File: src/rtl/ota_decim_pkg.sv
// ----------------------------------------------------------------------------
// ota_decim_pkg
// Shared definitions for the OTA bitstream decimator:
//   - state_e      : converter FSM states (IDLE / SETTLE / RUN)
//   - data_w_f()   : output sample width derived from OSR_LOG2
//   - *_MIN/*_MAX  : legal parameter ranges for OSR_LOG2 and SETTLE_WIN
// ----------------------------------------------------------------------------
package ota_decim_pkg;

    typedef enum logic [1:0] {
        IDLE   = 2'd0,
        SETTLE = 2'd1,
        RUN    = 2'd2
    } state_e;

    localparam int OSR_LOG2_MIN   = 2;
    localparam int OSR_LOG2_MAX   = 10;
    localparam int SETTLE_WIN_MIN = 0;
    localparam int SETTLE_WIN_MAX = 15;

    // Wide enough for a second-order CIC result of 0..2^(2*osr_log2).
    function automatic int data_w_f(input int osr_log2);
        return 2 * osr_log2 + 1;
    endfunction

endpackage

File: src/rtl/ota_decim_sync2.sv
// ----------------------------------------------------------------------------
// ota_decim_sync2
// Two-flop synchroniser for an asynchronous comparator tap.
// Ports:
//   clk      in  sampling clock, rising edge
//   rst      in  asynchronous active-high reset (both flops to 0)
//   async_in in  asynchronous input bit
//   sync_out out synchronised bit, two clocks of latency
// ----------------------------------------------------------------------------
module ota_decim_sync2 (
    input  logic clk,
    input  logic rst,
    input  logic async_in,
    output logic sync_out
);

    logic meta_r;
    logic sync_r;

    // Two-stage capture; the first stage may go metastable, the second resolves it
    always_ff @(posedge clk or posedge rst) begin
        if (rst) begin
            meta_r <= 1'b0;
            sync_r <= 1'b0;
        end else begin
            meta_r <= async_in;
            sync_r <= meta_r;
        end
    end

    assign sync_out = sync_r;

endmodule

File: src/rtl/ota_bitstream_decimator.sv
// ----------------------------------------------------------------------------
// ota_bitstream_decimator
// Turns the 1-bit comparator stream of the digital OTA cell into unsigned
// multi-bit samples: synchronise, count ones over 2^OSR_LOG2-clock windows,
// and hand each sample out through a 1-entry valid/ready holding register.
//
// Build option: define OTA_DECIM_SINC2_EN to replace accumulate-and-dump
// with a second-order CIC (the first RUN window is then also discarded).
//
// Ports:
//   clk        in   clock, rising edge
//   rst        in   asynchronous active-high reset
//   bit_in     in   comparator output, asynchronous to clk
//   enable     in   level, 1 = run conversions
//   clear_ovr  in   pulse, clears overrun (a same-cycle set wins)
//   out_data   out  DATA_W  sample value, unsigned, stable while held
//   out_valid  out  sample pending in the holding register
//   out_ready  in   consumer accepts when out_valid && out_ready
//   overrun    out  sticky: a sample was dropped
//   busy       out  converter not IDLE
// ----------------------------------------------------------------------------
module ota_bitstream_decimator
    import ota_decim_pkg::*;
#(
    parameter  int OSR_LOG2   = 6,
    parameter  int SETTLE_WIN = 2,
    localparam int DATA_W     = data_w_f(OSR_LOG2)
) (
    input  logic              clk,
    input  logic              rst,
    input  logic              bit_in,
    input  logic              enable,
    input  logic              clear_ovr,
    output logic [DATA_W-1:0] out_data,
    output logic              out_valid,
    input  logic              out_ready,
    output logic              overrun,
    output logic              busy
);

    localparam logic [3:0]          SETTLE_LAST = 4'(SETTLE_WIN - 1);
    localparam logic [OSR_LOG2-1:0] CNT_ONE     = {{(OSR_LOG2-1){1'b0}}, 1'b1};

    logic                bit_s;
    state_e              state_r;
    logic [OSR_LOG2-1:0] cnt_w_r;
    logic [3:0]          settle_cnt_r;
    logic                busy_r;
    logic                enable_d_r;
    logic                win_end_s;
    logic                new_sample_s;
    logic [DATA_W-1:0]   sample_s;
    logic [DATA_W-1:0]   out_data_r;
    logic                out_valid_r;
    logic                overrun_r;
    logic                ovr_set_s;
    logic                ovr_clr_s;

    ota_decim_sync2 u_sync (
        .clk      (clk),
        .rst      (rst),
        .async_in (bit_in),
        .sync_out (bit_s)
    );

    // A window completes only if enable is still high on its last cycle
    always_comb begin
        win_end_s = (state_r != IDLE) && enable && (&cnt_w_r);
    end

    // Converter FSM with window and settle counters; busy tracks the next state
    always_ff @(posedge clk or posedge rst) begin
        if (rst) begin
            state_r      <= IDLE;
            cnt_w_r      <= '0;
            settle_cnt_r <= 4'd0;
            busy_r       <= 1'b0;
        end else begin
            case (state_r)
                IDLE: begin
                    cnt_w_r      <= '0;
                    settle_cnt_r <= 4'd0;
                    if (enable) begin
                        state_r <= (SETTLE_WIN == 0) ? RUN : SETTLE;
                        busy_r  <= 1'b1;
                    end else begin
                        busy_r  <= 1'b0;
                    end
                end
                SETTLE: begin
                    if (!enable) begin
                        state_r      <= IDLE;
                        cnt_w_r      <= '0;
                        settle_cnt_r <= 4'd0;
                        busy_r       <= 1'b0;
                    end else begin
                        cnt_w_r <= cnt_w_r + CNT_ONE;
                        busy_r  <= 1'b1;
                        if (win_end_s) begin
                            if (settle_cnt_r == SETTLE_LAST) begin
                                state_r      <= RUN;
                                settle_cnt_r <= 4'd0;
                            end else begin
                                settle_cnt_r <= settle_cnt_r + 4'd1;
                            end
                        end
                    end
                end
                RUN: begin
                    if (!enable) begin
                        state_r <= IDLE;
                        cnt_w_r <= '0;
                        busy_r  <= 1'b0;
                    end else begin
                        cnt_w_r <= cnt_w_r + CNT_ONE;
                        busy_r  <= 1'b1;
                    end
                end
                default: begin
                    state_r      <= IDLE;
                    cnt_w_r      <= '0;
                    settle_cnt_r <= 4'd0;
                    busy_r       <= 1'b0;
                end
            endcase
        end
    end

`ifdef OTA_DECIM_SINC2_EN
    logic [DATA_W-1:0] integ1_r;
    logic [DATA_W-1:0] integ2_r;
    logic [DATA_W-1:0] integ1_next_s;
    logic [DATA_W-1:0] integ2_next_s;
    logic [DATA_W-1:0] integ2_dec_r;
    logic [DATA_W-1:0] comb1_r;
    logic [DATA_W-1:0] comb1_s;
    logic [DATA_W-1:0] comb2_s;
    logic              run_primed_r;

    // Integrators include this cycle's bit; combs act on the decimated value
    always_comb begin
        integ1_next_s = integ1_r + {{(DATA_W-1){1'b0}}, bit_s};
        integ2_next_s = integ2_r + integ1_next_s;
        comb1_s       = integ2_next_s - integ2_dec_r;
        comb2_s       = comb1_s - comb1_r;
        sample_s      = comb2_s;
        new_sample_s  = win_end_s && (state_r == RUN) && run_primed_r;
    end

    // CIC state: integrators every active cycle, comb history once per window.
    // run_primed_r holds back the first RUN window until comb history is valid.
    always_ff @(posedge clk or posedge rst) begin
        if (rst) begin
            integ1_r     <= '0;
            integ2_r     <= '0;
            integ2_dec_r <= '0;
            comb1_r      <= '0;
            run_primed_r <= 1'b0;
        end else if ((state_r == IDLE) || !enable) begin
            integ1_r     <= '0;
            integ2_r     <= '0;
            integ2_dec_r <= '0;
            comb1_r      <= '0;
            run_primed_r <= 1'b0;
        end else begin
            integ1_r     <= integ1_next_s;
            integ2_r     <= integ2_next_s;
            run_primed_r <= (state_r == RUN) && (run_primed_r || win_end_s);
            if (win_end_s) begin
                integ2_dec_r <= integ2_next_s;
                comb1_r      <= comb1_s;
            end else begin
                integ2_dec_r <= integ2_dec_r;
                comb1_r      <= comb1_r;
            end
        end
    end
`else
    logic [OSR_LOG2:0] acc_r;
    logic [OSR_LOG2:0] acc_next_s;

    // Ones count including the current cycle, zero-extended to the port width
    always_comb begin
        acc_next_s   = acc_r + {{OSR_LOG2{1'b0}}, bit_s};
        sample_s     = {{(DATA_W-OSR_LOG2-1){1'b0}}, acc_next_s};
        new_sample_s = win_end_s && (state_r == RUN);
    end

    // Accumulate-and-dump: reload to 0 at window end or when stopping
    always_ff @(posedge clk or posedge rst) begin
        if (rst) begin
            acc_r <= '0;
        end else if ((state_r == IDLE) || !enable || win_end_s) begin
            acc_r <= '0;
        end else begin
            acc_r <= acc_next_s;
        end
    end
`endif

    // Overrun set/clear decode; enable rising edge also clears
    always_comb begin
        ovr_set_s = new_sample_s && out_valid_r && !out_ready;
        ovr_clr_s = clear_ovr || (enable && !enable_d_r);
    end

    // Holding register: load when empty or draining this cycle, else drop
    always_ff @(posedge clk or posedge rst) begin
        if (rst) begin
            out_data_r  <= '0;
            out_valid_r <= 1'b0;
            overrun_r   <= 1'b0;
            enable_d_r  <= 1'b0;
        end else begin
            enable_d_r <= enable;
            if (new_sample_s && (!out_valid_r || out_ready)) begin
                out_data_r  <= sample_s;
                out_valid_r <= 1'b1;
            end else if (out_valid_r && out_ready) begin
                out_valid_r <= 1'b0;
            end else begin
                out_valid_r <= out_valid_r;
            end
            if (ovr_set_s) begin
                overrun_r <= 1'b1;
            end else if (ovr_clr_s) begin
                overrun_r <= 1'b0;
            end else begin
                overrun_r <= overrun_r;
            end
        end
    end

    assign out_data  = out_data_r;
    assign out_valid = out_valid_r;
    assign overrun   = overrun_r;
    assign busy      = busy_r;

endmodule

File: config.mk
export PLATFORM = sky130hd
export DESIGN_NAME = ota_bitstream_decimator
export DESIGN_NICKNAME = d
export VERILOG_FILES = /design/src/rtl/ota_decim_pkg.sv /design/src/rtl/ota_decim_sync2.sv /design/src/rtl/ota_bitstream_decimator.sv
export SDC_FILE = /design/constraint.sdc
export NUM_CORES = 1
export LEC_CHECK = 0
export CAP_MARGIN = 20
export CORE_UTILIZATION = 29
export CTS_BUF_LIST = sky130_fd_sc_hd__clkbuf_4 sky130_fd_sc_hd__clkbuf_8
export DETAILED_ROUTE_END_ITERATION = 12
export PLACE_DENSITY = 0.53
export SLEW_MARGIN = 5
export SYNTH_ARGS = -nofsm -noshare
export SYNTH_HDL_FRONTEND = slang
export SYNTH_HIERARCHICAL = 1
export SYNTH_SLANG_ARGS = --single-unit
export TNS_END_PERCENT = 10
File: constraint.sdc
create_clock -name clk -period 2.8 [get_ports clk]
set_clock_uncertainty 0.2 [all_clocks]
set_input_delay 0.56 -clock clk [delete_from_list [all_inputs] [get_ports clk]]
set_output_delay 0.56 -clock clk [all_outputs]
set_load 0.005 [all_outputs]
### After elaboration in Yosys (flattened, before gate mapping)

Index checks and enable logic that the tools add are counted.

* add/subtract/negate cells: 3
* equal/unequal tests: 7
* muxes and demuxes: 19
* bitwise gates (word level): 1
* reductions and logical operators: 25

Operators by type and width (number)
* two-way mux 4 bit: 3
* two-way mux 6 bit: 2
* two-way mux 2 bit: 5
* logical AND 1 bit: 8
* one-hot mux 4 bit (2 select lines): 1
* adder 7 x 1 -> 7 bit: 1
* two-way mux 7 bit: 1
* adder 6 x 1 -> 6 bit (second input constant): 1
* two-way mux 1 bit: 6
* != test 3 bit (second input constant): 2
* one-hot mux 2 bit (3 select lines): 1
* AND reduction 6 bit: 1
* nonzero test 2 bit: 3
* adder 4 x 1 -> 4 bit (second input constant): 1
* == test 4 x 1 -> 1 bit (second input constant): 1
* zero test 1 bit: 4
* logical OR 1 bit: 4
* != test 2 bit (second input constant): 2
* AND reduction 4 bit: 1
* OR reduction 3 bit: 1
* == test 2 x 1 -> 1 bit (second input constant): 1
* == test 2 bit (second input constant): 1
* zero test 2 bit: 1
* AND reduction 2 bit: 1
* 2 further kinds: 2

* flip-flop bits (word level): 32
* input bits: 6
* output and inout bits: 16
* word-level logic and storage cells: 66

### Longest topological paths before layout

* word-level depth: 7
* mapped depth: 7
* depth with buffers taken out: 6

### Modules after synthesis

The synthesis kept the hierarchy.

By module, submodules not included
* ota_bitstream_decimator: instances 1, cells an instance 136, area an instance 1476.4 um^2, sequential area each 750.7 um^2
* ota_decim_sync2: instances 1, cells an instance 3, area an instance 53.8 um^2, sequential area each 50.0 um^2

### Worst setup path after synthesis

No wires, ideal clock.

* kind: reg2reg
* from: register state_r[0]
* to: register out_data_r[0], in the netlist out_data[0]
* setup time: 0.125 ns
* arrival: 1.851 ns
* data required time: 2.475 ns
* setup slack: 0.624 ns
* cell stages (with the launch flop): 7
* path buffers: 1
* period minus slack after synthesis: 2.176 ns
* path through: dfrtp_1 inv_1 ha_1 or3_1 buf_2 nor3b_4 mux2_2

* word-level cells in the longest chain between the ends: 5
* elaborated cells between the ends (all ways): 6
* classes of those cells: eq/ne: 1; reduce/logical: 5

Ends and longest elaborated chain
* start: declaration: line ota_bitstream_decimator.sv:45 `state_e state_r;`
* start signal: assignment: line ota_bitstream_decimator.sv:84 `state_r <= (SETTLE_WIN == 0) ? RUN : SETTLE;`
* nonzero test 2 bit: line ota_bitstream_decimator.sv:68 `win_end_s = (state_r != IDLE) && enable && (&cnt_w_r);`
* logical AND 1 bit (2 in series): line ota_bitstream_decimator.sv:68
* logical AND 1 bit *: line ota_bitstream_decimator.sv:186 `new_sample_s = win_end_s && (state_r == RUN);`
* logical AND 1 bit *: line ota_bitstream_decimator.sv:216 `if (new_sample_s && (!out_valid_r || out_ready)) begin`
* end signal: assignment: line ota_bitstream_decimator.sv:217 `out_data_r <= sample_s;`
* end: declaration: line ota_bitstream_decimator.sv:53 `logic [DATA_W-1:0] out_data_r;`

Every way passes the cells marked *; elsewhere a longest branch is shown, timed or not.
A chain may end at the register's enable or synchronous reset.

### Worst setup path in the final report

* from: register state_r[0]
* to: register out_data_r[3], in the netlist out_data[3]

The elaborated chain is that of the path after synthesis.

==> metrics.md <==
| Metric | Value |
|---|---|
| Vias per cell | `4.368` |
| TritonCTS clock tree | `built` |
| Clock-pin slew of the registers on the worst-case setup and hold paths | `0.07 ns` |
| EDFF count, synth | `0` |
| Commonest non-fill, non-tap cell in the layout | `sky130_fd_sc_hd__dfrtp_1` |
| Hold Crit Class | `reg2reg` |
| Data arrival at the endpoint of the critical path | `2.33 ns` |
| Cell count after synthesis | `139` |
| Clock tree sinks | `32` |
| WL per Instance | `11.10 um` |
| Main flop type after synthesis | `sky130_fd_sc_hd__dfrtp_1` |
| Number of antenna-violating nets in the routed design | `0` |
| Upper clock frequency limit | `422.8 MHz` |
| DRT iter0 DRCs | `26` |
| Post-synthesis adder-cell area fraction | `7.359%` |
| Static leakage | `0.8342 nW` |
| Synth top area cells | `sky130_fd_sc_hd__dfrtp_1 (52%), sky130_fd_sc_hd__ha_1 (7.4%), sky130_fd_sc_hd__mux2_2 (5.2%), sky130_fd_sc_hd__nor2_1 (3.7%), sky130_fd_sc_hd__xnor2_1 (3.4%)` |
| Dominant combinational cell family by area after synthesis | `simple AND/OR/NAND/NOR gates` |
| Cell accounting for the most synthesized area | `sky130_fd_sc_hd__dfrtp_1` |
| Final weighted congestion in routability-driven placement | `0.8045` |
| RSZ-0062 raised after global routing | `false` |
| Layout Nets | `172` |
| Number of global-route vias before repair | `997` |
| Minimum clock period | `2.365 ns` |
| Final hold vios | `0` |
| Number of I/O port buffers | `15` |
| Largest vdd supply drop | `0.3321 mV` |
| Post-CTS setup buffer count | `0` |
| Die width | `74.64 um` |
| Crit start category | `register` |
| Data required time of the critical path | `2.77 ns` |
| Root buf cell | `sky130_fd_sc_hd__clkbuf_8` |
| Layout fillers | `517` |
| Max-slew violation count | `0` |
| Global router's overall resource usage | `10.85%` |
| Share of the synthesized area in the top cell type | `52.33%` |
| Part of the Yosys area used for sequential elements | `52.33%` |
| Floorplan Core Area | `0.005107 mm2` |
| Maximum level of the CTS H-tree | `2` |
| Highest fanout seen on the critical path | `7` |
| Net switching component of the power | `0.0002724 W` |
| Wire length of the first global-routing pass | `4381 um` |
| Mean instance size in the synthesized netlist | `11.01 um2` |
| Sw Ratio | `24.90%` |
| Number of gates resized after CTS | `0` |
| Top library cells by usage in the layout, fill and taps aside | `sky130_fd_sc_hd__dfrtp_1 (32), sky130_fd_sc_hd__nor2_1 (15), sky130_fd_sc_hd__clkdlybuf4s50_1 (15), sky130_fd_sc_hd__inv_1 (9), sky130_fd_sc_hd__ha_1 (9)` |
| Warnings from Yosys | `6` |
| Seq pwr share | `45.8%` |
| Fraction of the core area covered by cells at the end of the flow | `36.11%` |
| Simple-Gate Fraction of Synth Area | `16.11%` |
| Clock latency of the later-clocked register in the worst-skew pair | `0.28 ns` |
| Power share of the clock group | `40.1%` |
| Status | `finished, final reports clean` |
| Critical path capture point type | `register` |
| WS Path Type | `reg2reg` |
| Sum of overflow across all layers after global routing | `0` |
| Final-layout setup total negative slack | `0 ns` |
| Multiplexer share of the synthesized area | `6.460%` |
| Cell area power density | `593.2 mW/mm2` |
| Number of antenna violations at the first check in global routing | `0` |
| Internal power | `0.0008216 W` |
| Number of different library cells in the post-synthesis netlist | `34` |
| Num CTS Buffers | `5` |
| Vias | `996` |
| Number of standard-cell rows in the floorplan | `26` |
| Final cycle utilization of the critical path | `84.47%` |
| Antenna Diode Count | `0` |
| Post-synth design cell area | `0.001530 mm2` |
| Area added between synthesis and finish | `20.52%` |
| Register Area | `800.8 um2` |
| Largest net degree at the start of global routing | `31` |
| Ratio of cells with drive above 1 in the final layout | `12.03%` |
| Max-capacitance violation count | `0` |
| Multi-input combinational cell area | `653.1 um2` |
| Vertical die dimension | `74.64 um` |
| Number of setup violations in the final report | `0` |
| Post-Route WL | `2530 um` |
| Compound-cell area share of the yosys netlist | `6.132%` |
| Post-Synth XOR/XNOR Area | `5.151%` |
| Max clock buf depth | `2` |
| Num ports | `22` |
| Relative contribution of combinational cells to total power | `14.1%` |
| Starting utilization of the core area | `29.96%` |
| Detailed placement HPWL | `1890 um` |
| Number of hold buffers added after CTS | `0` |
| DRC violations left | `0` |
| Drt pass-1 iters | `4` |
| Number of synthesized register bits | `32` |
| Fraction of registers with async set/reset | `100.0%` |
| Full die area | `0.005571 mm2` |
## power groups by stage
stage | combinational (W) | clock [W] | sequential (W)
floorplan | 0.000124 | 0 | 0.000506
global placement | 0.000153 | 0 | 0.000508
CTS | 0.000155 | 0.000455 | 0.000501
detailed placement | 0.000153 | 0 | 0.000509
finish | 0.000154 | 0.000439 | 0.000501
global route | 0.000179 | 0.000469 | 0.000503
## layer usage
metal | GRT usage, % | part of all wire, % | up-vias
li1 | - | - | 487
met1 | 11.97 | 44 | 484
met2 | 17.72 | 51 | 19
met3 | 3.882 | 3.6 | 6
met4 | 7.128 | 1.7 | 0
met5 | 0 | 0 | -
## final cells by class
type                    count  share of cell area, %
repair buffers             16                  8.548
clock buffers               6                  4.138
well taps                  70                  4.749
clock inverters             2                  1.900
multi-input cells          93                  35.41
flip-flops and latches     32                  43.42
inverters                   9                  1.832
## Yosys cell counts (5+ instances only)
cell type,instances
sky130_fd_sc_hd__mux2_2,7
sky130_fd_sc_hd__nor2b_1,5
sky130_fd_sc_hd__nand2_1,8
sky130_fd_sc_hd__nor2_1,15
sky130_fd_sc_hd__xnor2_1,6
sky130_fd_sc_hd__nand3_1,5
sky130_fd_sc_hd__ha_1,9
sky130_fd_sc_hd__inv_1,9
sky130_fd_sc_hd__buf_4,6
sky130_fd_sc_hd__dfrtp_1,32
## stage by stage
stage               setup WS, ns  cells  total power (W)  hold slack [ns]  instance area (um2)
floorplan                 0.6242    144        0.0006300           0.1012                 1549
global placement          0.2361    220        0.0006612           0.1411                 1733
detailed placement        0.1716    220        0.0006617           0.1371                 1733
CTS                       0.4211    228         0.001111           0.1528                 1844
global route              0.2974    228         0.001151           0.1619                 1844
finish                    0.4350    228         0.001094           0.1502                 1844
## registers in the layout, indices dropped and copies added (netlist names)
register and count:
u_sync/meta_r 1, out_valid 1, state_r 2, acc_r 7, out_data 7, u_sync/sync_out 1, cnt_w_r 6, overrun 1
busy 1, settle_cnt_r 4, enable_d_r 1
## worst max-delay path: stages (launching register included)
cell                      delay (ns)
sky130_fd_sc_hd__dfrtp_1        0.39
sky130_fd_sc_hd__inv_1          0.07
sky130_fd_sc_hd__ha_1           0.26
sky130_fd_sc_hd__or3_1          0.52
sky130_fd_sc_hd__nor3b_4        0.42
sky130_fd_sc_hd__mux2_2         0.38
## final timing paths
path | start | to | cells after the start | slack (ns)
max | state_r[0]$_DFFE_PP0P_ | out_data[3]$_DFFE_PP0P_ | 5 | 0.43
min | u_sync/meta_r$_DFF_PP0_ | u_sync/sync_out$_DFF_PP0_ | 0 | 0.15
max reg2reg | state_r[0]$_DFFE_PP0P_ | out_data[3]$_DFFE_PP0P_ | 5 | 0.43
min reg2reg | u_sync/meta_r$_DFF_PP0_ | u_sync/sync_out$_DFF_PP0_ | 0 | 0.15
max in group asynchronous | rst | cnt_w_r[4]$_DFF_PP0_ | 3 | 1.65
min in group asynchronous | rst | u_sync/meta_r$_DFF_PP0_ | 2 | 0.25
## cells by family after synthesis
logic type               after synthesis
AO/OA/AOI/OAI                         14
multiplexers                           9
XOR/XNOR                               9
AND/OR/NAND/NOR                       46
adder cells (fa/ha/maj)                9
flip-flops                            32
buffers and inverters                 19
other                                  1
Note: power is estimated with default switching activity, not from simulation.
